--- src/rtl/piso_pkg.sv ---
// Shared definitions for the 16-bit serial register path (transmitter and receiver).
package piso_pkg;

  localparam int unsigned DefaultWidth = 16;

  typedef enum logic {
    StIdle,
    StShift
  } state_e;

endpackage

--- src/rtl/bit_counter.sv ---
// Bit-position counter with clear, enable and a terminal flag at WIDTH-1; never wraps.
module bit_counter
  import piso_pkg::*;
#(
  parameter int unsigned WIDTH = DefaultWidth,
  localparam int unsigned CntW = $clog2(WIDTH)
) (
  input  logic            clk,
  input  logic            rst,
  input  logic            clr,
  input  logic            en,
  output logic [CntW-1:0] count,
  output logic            terminal
);

  localparam logic [CntW-1:0] MaxCount = CntW'(WIDTH - 1);

  logic [CntW-1:0] count_q;

  always_ff @(posedge clk or posedge rst) begin
    if (rst) begin
      count_q <= '0;
    end else if (clr) begin
      count_q <= '0;
    end else if (en && !terminal) begin
      count_q <= count_q + CntW'(1);
    end
  end

  assign count    = count_q;
  assign terminal = (count_q == MaxCount);

endmodule

--- src/rtl/piso16.sv ---
// Parallel-in, serial-out transmitter with valid/ready handshakes on both the load and serial sides.
module piso16
  import piso_pkg::*;
#(
  parameter int unsigned WIDTH     = DefaultWidth,
  parameter bit          MSB_FIRST = 1'b1
) (
  input  logic             clk,
  input  logic             rst,
  input  logic [WIDTH-1:0] d,
  input  logic             load_valid,
  output logic             load_ready,
  output logic             sout,
  output logic             sout_valid,
  input  logic             sout_ready,
  output logic             sout_last,
  output logic             busy
);

  localparam int unsigned CntW = $clog2(WIDTH);

  state_e           state_q, state_d;
  logic [WIDTH-1:0] shreg_q;
  logic [CntW-1:0]  cnt;
  logic             cnt_last;
  logic             shift_fire, last_fire, load_fire;

  assign busy       = (state_q == StShift);
  assign sout_valid = busy;
  assign sout_last  = busy & cnt_last;
  assign shift_fire = busy & sout_ready;
  assign last_fire  = shift_fire & cnt_last;
  // Only combinational input-to-output path: lets a new word follow the last bit with no gap.
  assign load_ready = ~busy | (sout_last & sout_ready);
  assign load_fire  = load_valid & load_ready;

  always_comb begin
    state_d = state_q;
    unique case (state_q)
      StIdle:  if (load_valid) state_d = StShift;
      StShift: if (last_fire && !load_valid) state_d = StIdle;
      default: state_d = StIdle;
    endcase
  end

  always_ff @(posedge clk or posedge rst) begin
    if (rst) begin
      state_q <= StIdle;
    end else begin
      state_q <= state_d;
    end
  end

  always_ff @(posedge clk or posedge rst) begin
    if (rst) begin
      shreg_q <= '0;
    end else if (load_fire) begin
      shreg_q <= d;
    end else if (shift_fire) begin
      if (MSB_FIRST) shreg_q <= {shreg_q[WIDTH-2:0], 1'b0};
      else           shreg_q <= {1'b0, shreg_q[WIDTH-1:1]};
    end
  end

  assign sout = busy & (MSB_FIRST ? shreg_q[WIDTH-1] : shreg_q[0]);

  bit_counter #(
    .WIDTH (WIDTH)
  ) u_bit_counter (
    .clk      (clk),
    .rst      (rst),
    .clr      (load_fire | last_fire),
    .en       (shift_fire),
    .count    (cnt),
    .terminal (cnt_last)
  );

endmodule

--- config.mk ---
export PLATFORM = sky130hd
export DESIGN_NAME = piso16
export DESIGN_NICKNAME = d
export VERILOG_FILES = /design/src/rtl/piso_pkg.sv /design/src/rtl/bit_counter.sv /design/src/rtl/piso16.sv
export SDC_FILE = /design/constraint.sdc
export NUM_CORES = 1
export LEC_CHECK = 0
export BUFFER_PORTS_ARGS = -buffer_cell sky130_fd_sc_hd__clkbuf_2
export CAP_MARGIN = 20
export CORE_MARGIN = 5
export CORE_UTILIZATION = 35
export DETAILED_ROUTE_END_ITERATION = 12
export SYNTH_ARGS = -nofsm -noshare
export SYNTH_HDL_FRONTEND = slang
export SYNTH_SLANG_ARGS = --single-unit
--- constraint.sdc ---
create_clock -name clk -period 1.8 [get_ports clk]
set_input_delay 0.36 -clock clk [delete_from_list [all_inputs] [get_ports clk]]
set_output_delay 0.36 -clock clk [all_outputs]
set_load 0.01 [all_outputs]
-- Yosys cells after proc, flatten, opt, wreduce, memory -nomap -nowiden
Cells that the tools add are included.
- flip-flop bits (word level): 21
- bits in latches: 0
- bits in writable memories: 0
- memory bits (read-only): 0
- input bits: 20
- output and inout bits: 5
- word-level logic and storage cells: 27
- memories kept: 0
- add/sub/neg operators: 1
- $mul: 0
- divide/modulo/power cells: 0
- order comparisons: 0
- equality and inequality tests: 1
- shift-type cells: 0
- muxes and demuxes: 7
- bitwise operators: 9
- reductions and logical operators: 6
- operator list (operator ; number):
    two-way mux 16 bit ; 2
    two-way mux 4 bit ; 2
    AND 1 bit ; 6
    adder 4 x 1 -> 4 bit, second input constant ; 1
    equality test 4 bit, second input constant ; 1
    nonzero test 2 bit ; 2
    logical AND 1 bit ; 2
    zero test 1 bit ; 2
    two-way mux 1 bit ; 2
    OR 1 bit ; 2
    one-hot mux 1 bit (2 select lines) ; 1
    NOT 1 bit ; 1

-- Longest topological paths before layout
Gate-level depths: netlist of the first run.
- depth after elaboration: 7
- gate-level depth with buffers: 5
- mapped depth without buffers: 4

-- By module
A second synthesis of the first run with hierarchy kept.
- cells, all modules: 130
- area total of the unflattened synthesis: 1405.1 um^2
- modules (own cells, without submodules) (module ; times used ; cells each ; area an instance (um^2) ; sequential area each (um^2)):
    piso16 ; 1 ; 109 ; 1172.4 ; 425.4
    bit_counter ; 1 ; 21 ; 232.7 ; 100.1

-- Worst setup path before layout of the first run
OpenSTA, ideal clock, no wires.
- path kind: register to register
- start: reg u_bit_counter.count_q[0], in the netlist u_bit_counter.count[0]
- end: reg shreg_q[9]
- setup time: 0.066 ns
- arrival: 1.372 ns
- data required time: 1.734 ns
- slack: 0.362 ns
- stages on the path, launching flop included: 6
- buffers on the path: 1
- clock period less this slack: 1.438 ns
- cell sequence: dfrtp_1 > ha_1 > and3_2 > a21oi_2 > buf_6 > a221o_1
- cells in the longest elaborated chain, start to end: 6
- elaborated cells on any way between the ends: 7
- classes of those cells: eq/ne (1); mux (1); bitwise (4); reduce/logical (1)
- RTL lines (what ; RTL line ; RTL):
    from (decl) ; bit_counter.sv:18 ; logic [CntW-1:0] count_q;
    from (signal assigned) ; bit_counter.sv:26 ; count_q <= count_q + CntW'(1);
    equality test 4 bit (*) ; bit_counter.sv:31 ; assign terminal = (count_q == MaxCount);
    AND 1 bit (*) ; piso16.sv:30 ; assign sout_last = busy & cnt_last;
    AND 1 bit (*) ; piso16.sv:34 ; assign load_ready = ~busy | (sout_last & sout_ready);
    OR 1 bit (*) ; piso16.sv:34 ;
    AND 1 bit (*) ; piso16.sv:35 ; assign load_fire = load_valid & load_ready;
    two-way mux 16 bit or nonzero test 2 bit (tied branches) ; - ;
    to (signal assigned) ; piso16.sv:60 ; if (MSB_FIRST) shreg_q <= {shreg_q[WIDTH-2:0], 1'b0};
    to (signal assigned) ; piso16.sv:61 ; else shreg_q <= {1'b0, shreg_q[WIDTH-1:1]};
    to (decl) ; piso16.sv:23 ; logic [WIDTH-1:0] shreg_q;
Mark *: on every way between the ends. The rest lies on a longest branch, timed or not.
A chain may end at the register's enable or synchronous reset.

-- Final worst setup path of the first run
- start: reg u_bit_counter.count_q[1], in the netlist u_bit_counter.count[1]
- end: out sout_last
- cells in the longest elaborated chain, start to end: 2
- RTL lines (what ; RTL line ; RTL):
    equality test 4 bit ; bit_counter.sv:31 ;
    AND 1 bit ; piso16.sv:30 ;
    to (decl) ; piso16.sv:16 ; output logic sout_last,
No other way between the ends.

==> metrics, run 1 <==
status=finished, final reports clean; yosys warns=0; Core ar.=2780 um^2; gr usage total=11.9%; Starting DRT DRC Count=56; initial antenna violation count=0; internal power=1.02 mW; number of flops mapped to enable cells by yosys=0; die span in y=64.3 um; cell taking the most area after synthesis=dfrtp_1; pin count of the biggest net entering global routing=22; Primary FF master, synth=dfrtp_1; WL final=2.28 mm; Pleak=0.601 nW; peak supply drop=639 uV; Max Cap Viol=0; Final Skew=20.9 ps; CP Class=reg2out; Initial Utilization=37.1%; Util after Layout=44.4%; Pwr per Cell Area=1220 nW/um^2; Rows=19; Crit Reg-Reg Startpoint=u_bit_counter.count[1]; Max Clock Freq=564 MHz; fin worst setup slack=26.1 ps; vias in the first global route=857; hpwl dp=1.53 mm; first-pass GRT wire length=3.97 mm; cell count after synthesis=85; worst reg2reg path endpoint=shreg_q[11]; Setup violations, final=0; Clock Power Share=16.1%; Max Slew Vio Count=0; placed insts=139; drc violations=0; crit share post-route=98.5%; DP Area=1170 um^2; Worst setup SP type=flip-flop; Seq pwr share=50.8%; M3 GR Usage=4.90%; Sw Share=32.5%; number of vias per cell=5.48; synth cell count leaders=dfrtp_1, a221o_1, and2_1; Num CTS Buffers=3; Combinational Power Share=33.1%; port bufs=24; # clock sinks=21; Seq/Total Area, Yosys=51.0%; drt first pass iters=4; Least-Margin Pin Slew=688 ps; root buffer cell=clkbuf_4; post-route ant nets=0; synthesized flop and latch total=21; worst-skew pair later-pin latency=320 ps; top cells by area, synth=dfrtp_1, a221o_1, a221o_2, and2_1, and2_0; share of cells above drive strength 1=41.7%; GRT met1 Usage=16.0%; Tmin final=1770 ps; Post-Place Setup Slack=19.0 ps; GR Overflow Total=0; max_slew headroom=54.1%; PnR Total Power=1.51 mW; GR Util met2=17.3%; top cell type's share of synthesized area=51.0%; final std cells w/o fill=146; R2R depth=4; TritonCTS clock tree=yes; fin area=1240 um^2; H-tree level count=1; Antenna Cells=0; final hold vios=0; CP Capture Type=output pin; I/O Pins=25; ys async rst share=100%; synthesized area per cell=12.1 um^2; Placer Congestion=0.840; via count=800; clk slew on worst S/H paths=140 ps; Final nets=137; Hold/Removal Path Class=in2async; Die X=64.3 um; count of different cell masters after synthesis=25; most used routing layer=met2; Clock Tree Buf Depth=2; die area=4130 um^2; Req. time, crit path=1440 ps; CP Max Fanout=4; syn_nets=106; DR WL/cell=15.6 um; NetSw=0.489 mW; Layout area overhead=19.9%; synthesized cell area=1030 um^2; setup repair after global routing missed its margin=true; count leader, synth=dfrtp_1; CP arrival=1410 ps; register-to-register setup slack=90 ps
[critical path, stage by stage, from the launching register on]
cell,delay (ps)
dfrtp_1,440
ha_4,190
and3_4,190
and2_1,150
clkbuf_2,120
[flip-flops by register name (all words and copies together) (netlist names)]
register and count:
busy 1, shreg_q 16, u_bit_counter.count 4
[kinds of logic (layout without fill, tap and decap cells)]
logic type,after synthesis,after routing,share of synthesized area (%)
buf+inv,6,36,5.46
flops,21,21,51.0
simple gates,31,31,18.4
fa+ha+maj,1,1,1.21
compound gates,25,25,22.6
mux,1,1,1.33
[final cells by class]
class / instances / area [um^2]
well taps: 31 / 38.8
flip-flops and latches: 21 / 526
multi-input cells: 58 / 468
repair buffers: 31 / 173
inverters: 1 / 3.75
clock buffers: 3 / 22.5
clock inverters: 1 / 5.00
fillers: 277 / 1550
[per-stage QoR]
| stage | hold WS, ps | setup TNS, ps |
|---|---|---|
| 2_1_floorplan | 337 | 0 |
| 3_3_place_gp | 385 | 0 |
| 3_5_place_dp | 397 | 0 |
| 4_1_cts | 27.0 | 0 |
| 5_1_grt | 44.5 | -422 |
| 6_report | 18.9 | 0 |
[per-layer routing]
layer  share of wire (%)  wire (um)
met5                   0          0
met4                 1.2         27
met1                  46       1040
met2                  47       1060
met3                 6.5        149
[power groups by stage]
stage / Sequential (mW) / Clock [mW] / Combinational [mW]
6_report: 0.765 / 0.242 / 0.499
5_1_grt: 0.790 / 0.277 / 0.567
4_1_cts: 0.750 / 0.250 / 0.481
3_5_place_dp: 0.760 / 0 / 0.433
3_3_place_gp: 0.757 / 0 / 0.425
2_1_floorplan: 0.731 / 0 / 0.347
[how the worst max path moves through the flow]
| stage | from | end |
|---|---|---|
| detailed placement | u_bit_counter.count[0] | shreg_q[14] |
| global placement | u_bit_counter.count[0] | shreg_q[9] |
| floorplan | u_bit_counter.count[0] | shreg_q[9] |
| finish | u_bit_counter.count[1] | sout_last |
| global route | u_bit_counter.count[0] | shreg_q[5] |
| CTS | u_bit_counter.count[0] | sout_last |
[cell usage in the layout, fill, tap and decap left out]
cell | netlist | final
o21ai_0 | 5 | 5
o31ai_1 | 1 | 1
or3_1 | 1 | 1
nand4b_1 | 1 | 1
inv_1 | 1 | 1
dfrtp_1 | 21 | 21
a22o_1 | 1 | 1
and3_4 | 0 | 1
a21boi_4 | 1 | 1
mux2i_2 | 1 | 1
ha_4 | 0 | 1
a21boi_0 | 1 | 1
clkinv_2 | 0 | 1
clkbuf_2 | 0 | 24
a21oi_2 | 1 | 1
and2b_2 | 1 | 1
nand2_1 | 4 | 3
a221o_1 | 10 | 10
nand4_2 | 1 | 1
and2_0 | 8 | 8
nand3_1 | 3 | 3
clkbuf_4 | 0 | 3
a221o_2 | 5 | 5
nand2b_1 | 1 | 1
and2_1 | 9 | 9
nor2_1 | 1 | 1
nand2_2 | 0 | 1
buf_4 | 1 | 7
[what timing repair did]
action                     in CTS  in global routing
setup endpoints to repair      14                 15
gates resized for setup         2                  2
buffers inserted                2                  1
pin swaps                       0                  2
hold buffers                    0                  0
No activity file was read; power rests on OpenSTA's default activity.
==> run 2: changes to the inputs <==
clock period = 1.91 ns   (was 1.8 ns; I/O delays follow)
==> metrics, run 2 (same netlist as run 1, synthesis figures left out) <==
status=finished, final reports clean (unchanged); die span in y=64.3 um (unchanged); Pleak=0.588 nW (was 0.601 nW); setup_tns=0 ps (unchanged); Max Cap Viol=0 (unchanged); peak supply drop=797 uV (was 639 uV); TritonCTS clock tree=yes (unchanged); critical path cell sequence=ha_2, and3_2, and2_1, clkbuf_2 (was ha_4, and3_4, and2_1, clkbuf_2); vias in the first global route=823 (was 857); Pwr per Cell Area=1120 nW/um^2 (was 1220 nW/um^2); Least-Margin Pin Slew=718 ps (was 688 ps); commonest non-fill, non-tap cell in the layout=clkbuf_2 (unchanged); post-route ant nets=0 (unchanged); Post-Place Setup Slack=97.4 ps (was 19.0 ps); final std cells w/o fill=144 (was 146); Biggest register=shreg_q (unchanged); Worst setup SP type=flip-flop (unchanged); multi-input combinational cell area=452 um^2 (was 468 um^2); crit share post-route=95.4%; CP Max Fanout=4 (unchanged); clk slew on worst S/H paths=110 ps (was 140 ps); Rows=19 (unchanged); Placer Congestion=0.824 (was 0.840); fill count=267 (was 277); CP Class=reg2out (unchanged); PnR Total Power=1.35 mW (was 1.51 mW); Final nets=135 (was 137); hpwl dp=1.51 mm (was 1.53 mm); # clock sinks=21 (unchanged); Sequential cell area=526 um^2 (unchanged); DR WL/cell=15.0 um (was 15.6 um); CP Capture Type=output pin (unchanged); Layout area overhead=16.7% (was 19.9%); Final Skew=1.06 ps (was 20.9 ps); placed insts=139 (unchanged); gr usage total=11.2% (was 11.9%); Post-CTS Hold Buffers=0 (unchanged); number of vias per cell=5.42 (was 5.48); root buffer cell=clkbuf_4 (unchanged); Max Clock Freq=549 MHz; Starting DRT DRC Count=72 (was 56); via count=781 (was 800); drt first pass iters=4 (unchanged); drc violations=0 (unchanged); first-pass GRT wire length=3.77 mm (was 3.97 mm); most frequent cells in the layout=clkbuf_2, dfrtp_1, a221o_1 (unchanged); GR Overflow Total=0 (unchanged); I/O Pins=25 (unchanged); max_slew headroom=52.1% (was 54.1%); Die X=64.3 um (unchanged); die area=4130 um^2 (unchanged); Initial Utilization=37.1% (unchanged); Core ar.=2780 um^2 (unchanged); register-to-register setup slack=150 ps (was 90 ps); initial antenna violation count=0 (unchanged); worst-skew pair later-pin latency=300 ps (was 320 ps); Tmin final=1820 ps; pin count of the biggest net entering global routing=22 (unchanged); share of cells above drive strength 1=38.9% (was 41.7%); Crit-path slowest cell=dfrtp_1 (unchanged); Num CTS Buffers=3 (unchanged); Antenna Cells=0 (unchanged); port bufs=24 (unchanged); CP arrival=1440 ps (was 1410 ps); final hold vios=0 (unchanged); setup repair after global routing missed its margin=false (was true); Setup violations, final=0 (unchanged); Largest register FFs=16 (unchanged); Max Slew Vio Count=0 (unchanged); Hold/Removal Path Class=in2async (unchanged); Req. time, crit path=1530 ps (was 1440 ps); Critical Path Max Stage Delay=420 ps (was 440 ps); Clock Tree Buf Depth=2 (unchanged); fin worst setup slack=88.1 ps (was 26.1 ps); H-tree level count=1 (unchanged); WL final=2.16 mm (was 2.28 mm)
## run 2: worst paths after layout
| path | start | to | depth (start not counted) |
|---|---|---|---|
| worst max-delay path | u_bit_counter.count[1] | sout_last | 4 |
| worst min-delay path | rst | u_bit_counter.count[1] | 3 |
| worst max register to register | u_bit_counter.count[1] | shreg_q[12] | 4 |
| worst min register to register | shreg_q[9] | shreg_q[10] | 1 |
| max in group asynchronous | rst | shreg_q[8] | 3 |
| min in group clk | d[0] | shreg_q[0] | 2 |
## run 2: per-stage QoR
step           instance area, um^2  hold slack [ps]  utilization [%]
2_1_floorplan                 1030              359                -
3_3_place_gp                  1170              408             42.0
3_5_place_dp                  1170              420             42.0
4_1_cts                       1200             74.3             43.2
5_1_grt                       1200              105             43.3
6_report                      1200             74.9             43.3
## run 2: power by group
part / internal [mW] / total, mW / switching, mW
sequential: 0.606 / 0.704 / 0.0976
clock: 0.0814 / 0.214 / 0.133
combinational: 0.242 / 0.431 / 0.189
## run 2: worst max-delay path, delay by kind of cell (launching register included)
family | cells | cell delay (ps)
flops | 1 | 420
simple gates | 2 | 400
fa+ha+maj | 1 | 200
buf+inv | 1 | 120
## run 2: routing by layer
metal / up-vias / GRT usage [%] / wire length (um)
met3: 2 / 4.03 / 160
met2: 29 / 17.7 / 1040
met4: 0 / 2.80 / 11
li1: 376 / - / -
met1: 374 / 14.6 / 948
met5: - / 0 / 0
## run 2: repair_timing
| action | in CTS | in global routing |
|---|---|---|
| buffers inserted | 1 | 0 |
| resized for setup | 0 | 1 |
| hold endpoints to repair | 0 | 0 |
| endpoints found under the setup margin | 1 | 5 |
## run 2: layout make-up
class	count	share of cell area (%)
multi-input combinational	58	37.5
inverter	1	0.312
clock buffer	4	2.18
tap	31	3.22
sequential	21	43.7
timing repair buffer	29	13.1
==> run 3: changes to the inputs <==
CTS_BUF_LIST = sky130_fd_sc_hd__clkbuf_4 sky130_fd_sc_hd__clkbuf_8   (was not set)
TNS_END_PERCENT = 5   (was not set)
==> metrics, run 3 (same netlist as run 1, synthesis figures left out) <==
initial antenna violation count=0 (unchanged); share of cells above drive strength 1=39.8% (was 38.9%); Hold/Removal Path Class=in2async (unchanged); gr usage total=11.2% (unchanged); Biggest register=shreg_q (unchanged); CP Class=reg2out (unchanged); Num CTS Buffers=3 (unchanged); worst-skew pair later-pin latency=300 ps (about the same); number of vias per cell=5.47 (was 5.42); Pleak=0.592 nW (was 0.588 nW); vias in the first global route=823 (unchanged); H-tree level count=1 (unchanged); setup repair after global routing missed its margin=false (unchanged); DR WL/cell=15.1 um (was 15.0 um); worst reg2reg path endpoint=shreg_q[12] (unchanged); die area=4130 um^2 (unchanged); port bufs=24 (unchanged); die span in y=64.3 um (unchanged); CP arrival=1440 ps (about the same); post-route ant nets=0 (unchanged); clk slew on worst S/H paths=110 ps (about the same); fin area=1210 um^2 (was 1200 um^2); Max Clock Freq=548 MHz (was 549 MHz); WL final=2.17 mm (was 2.16 mm); hpwl dp=1.51 mm (unchanged); commonest non-fill, non-tap cell in the layout=clkbuf_2 (unchanged); Hold Worst Slack=72.4 ps (was 74.9 ps); root buffer cell=clkbuf_4 (unchanged); drt first pass iters=4 (unchanged); fin worst setup slack=85.4 ps (was 88.1 ps); Setup violations, final=0 (unchanged); Largest register FFs=16 (unchanged); Starting DRT DRC Count=68 (was 72); Layout area overhead=17.1% (was 16.7%); Tmin final=1820 ps (about the same); # clock sinks=21 (unchanged); Final Skew=0.925 ps (was 1.06 ps); Core ar.=2780 um^2 (unchanged); Post-Place Setup Slack=97.4 ps (unchanged); pin count of the biggest net entering global routing=22 (unchanged); CP Max Fanout=4 (unchanged); Max Slew Vio Count=0 (unchanged); setup_tns=0 ps (unchanged); Pwr per Cell Area=1130 nW/um^2 (was 1120 nW/um^2); via count=787 (was 781); I/O Pins=25 (unchanged); Clock Tree Buf Depth=2 (unchanged); placed insts=139 (unchanged); most frequent cells in the layout=clkbuf_2, dfrtp_1, a221o_1 (unchanged); Req. time, crit path=1530 ps (about the same); Final nets=135 (unchanged); TritonCTS clock tree=yes (unchanged); GR Overflow Total=0 (unchanged); final std cells w/o fill=144 (unchanged); Least-Margin Pin Slew=721 ps (was 718 ps); final hold vios=0 (unchanged); Initial Utilization=37.1% (unchanged); first-pass GRT wire length=3.77 mm (unchanged); register-to-register setup slack=140 ps (was 150 ps); DP Area=1170 um^2 (unchanged); status=finished, final reports clean (unchanged); peak supply drop=887 uV (was 797 uV); Worst setup SP type=flip-flop (unchanged); drc violations=0 (unchanged); Util after Layout=43.4% (was 43.3%); Crit Reg-Reg Startpoint=u_bit_counter.count[1] (unchanged); Die X=64.3 um (unchanged); CP Capture Type=output pin (unchanged); crit share post-route=95.5% (was 95.4%); Rows=19 (unchanged); Placer Congestion=0.824 (unchanged); max_slew headroom=51.9% (was 52.1%); R2R depth=4 (unchanged); Max Cap Viol=0 (unchanged); PnR Total Power=1.37 mW (was 1.35 mW); Antenna Cells=0 (unchanged)
## run 3: cell count changes in the layout (fill, tap and decap cells not counted)
cell / delta
clkbuf_1: -1
clkbuf_4: +1
## run 3: final cells by class
| type | count | area [um^2] |
|---|---|---|
| sequential | 21 | 526 |
| multi-input combinational | 58 | 452 |
| clock buffer | 4 | 30.0 |
| tap | 31 | 38.8 |
| fill | 267 | 1570 |
| inverter | 1 | 3.75 |
| timing repair buffer | 29 | 158 |
## run 3: per-layer routing
metal	GRT usage [%]	share of wire, %	wire, um	vias up
met4	2.80	0	0	0
li1	-	-	-	378
met3	4.03	7.4	161	0
met1	14.6	44	965	380
met2	17.7	48	1040	29
met5	0	0	0	-
## run 3: critical path, cell delays in order, from the launching register on
cell and delay, ps:
dfrtp_1 420, ha_2 200, and3_2 240, and2_1 160, clkbuf_2 120
## run 3: what timing repair did
item / CTS / global route
endpoints found under the setup margin: 1 / 5
resized for setup: 0 / 1
pin swaps: 0 / 0
setup buffers: 1 / 0
hold buffers: 0 / 0
## run 3: worst max-delay path by stage
stage                        endpoint  slack [ps]              startpoint
after floorplan            shreg_q[9]         470  u_bit_counter.count[0]
after global placement     shreg_q[9]         150  u_bit_counter.count[0]
after detailed placement  shreg_q[12]         100  u_bit_counter.count[0]
after CTS                   sout_last          30  u_bit_counter.count[1]
after global routing        sout_last          10  u_bit_counter.count[1]
final                       sout_last          90  u_bit_counter.count[1]
## run 3: where the power goes
| group | internal (mW) | switching [mW] | total, mW | leakage, nW |
|---|---|---|---|---|
| Sequential | 0.606 | 0.0990 | 0.705 | 0.272 |
| Combinational | 0.242 | 0.190 | 0.432 | 0.302 |
| Clock | 0.0956 | 0.134 | 0.230 | 0.0184 |
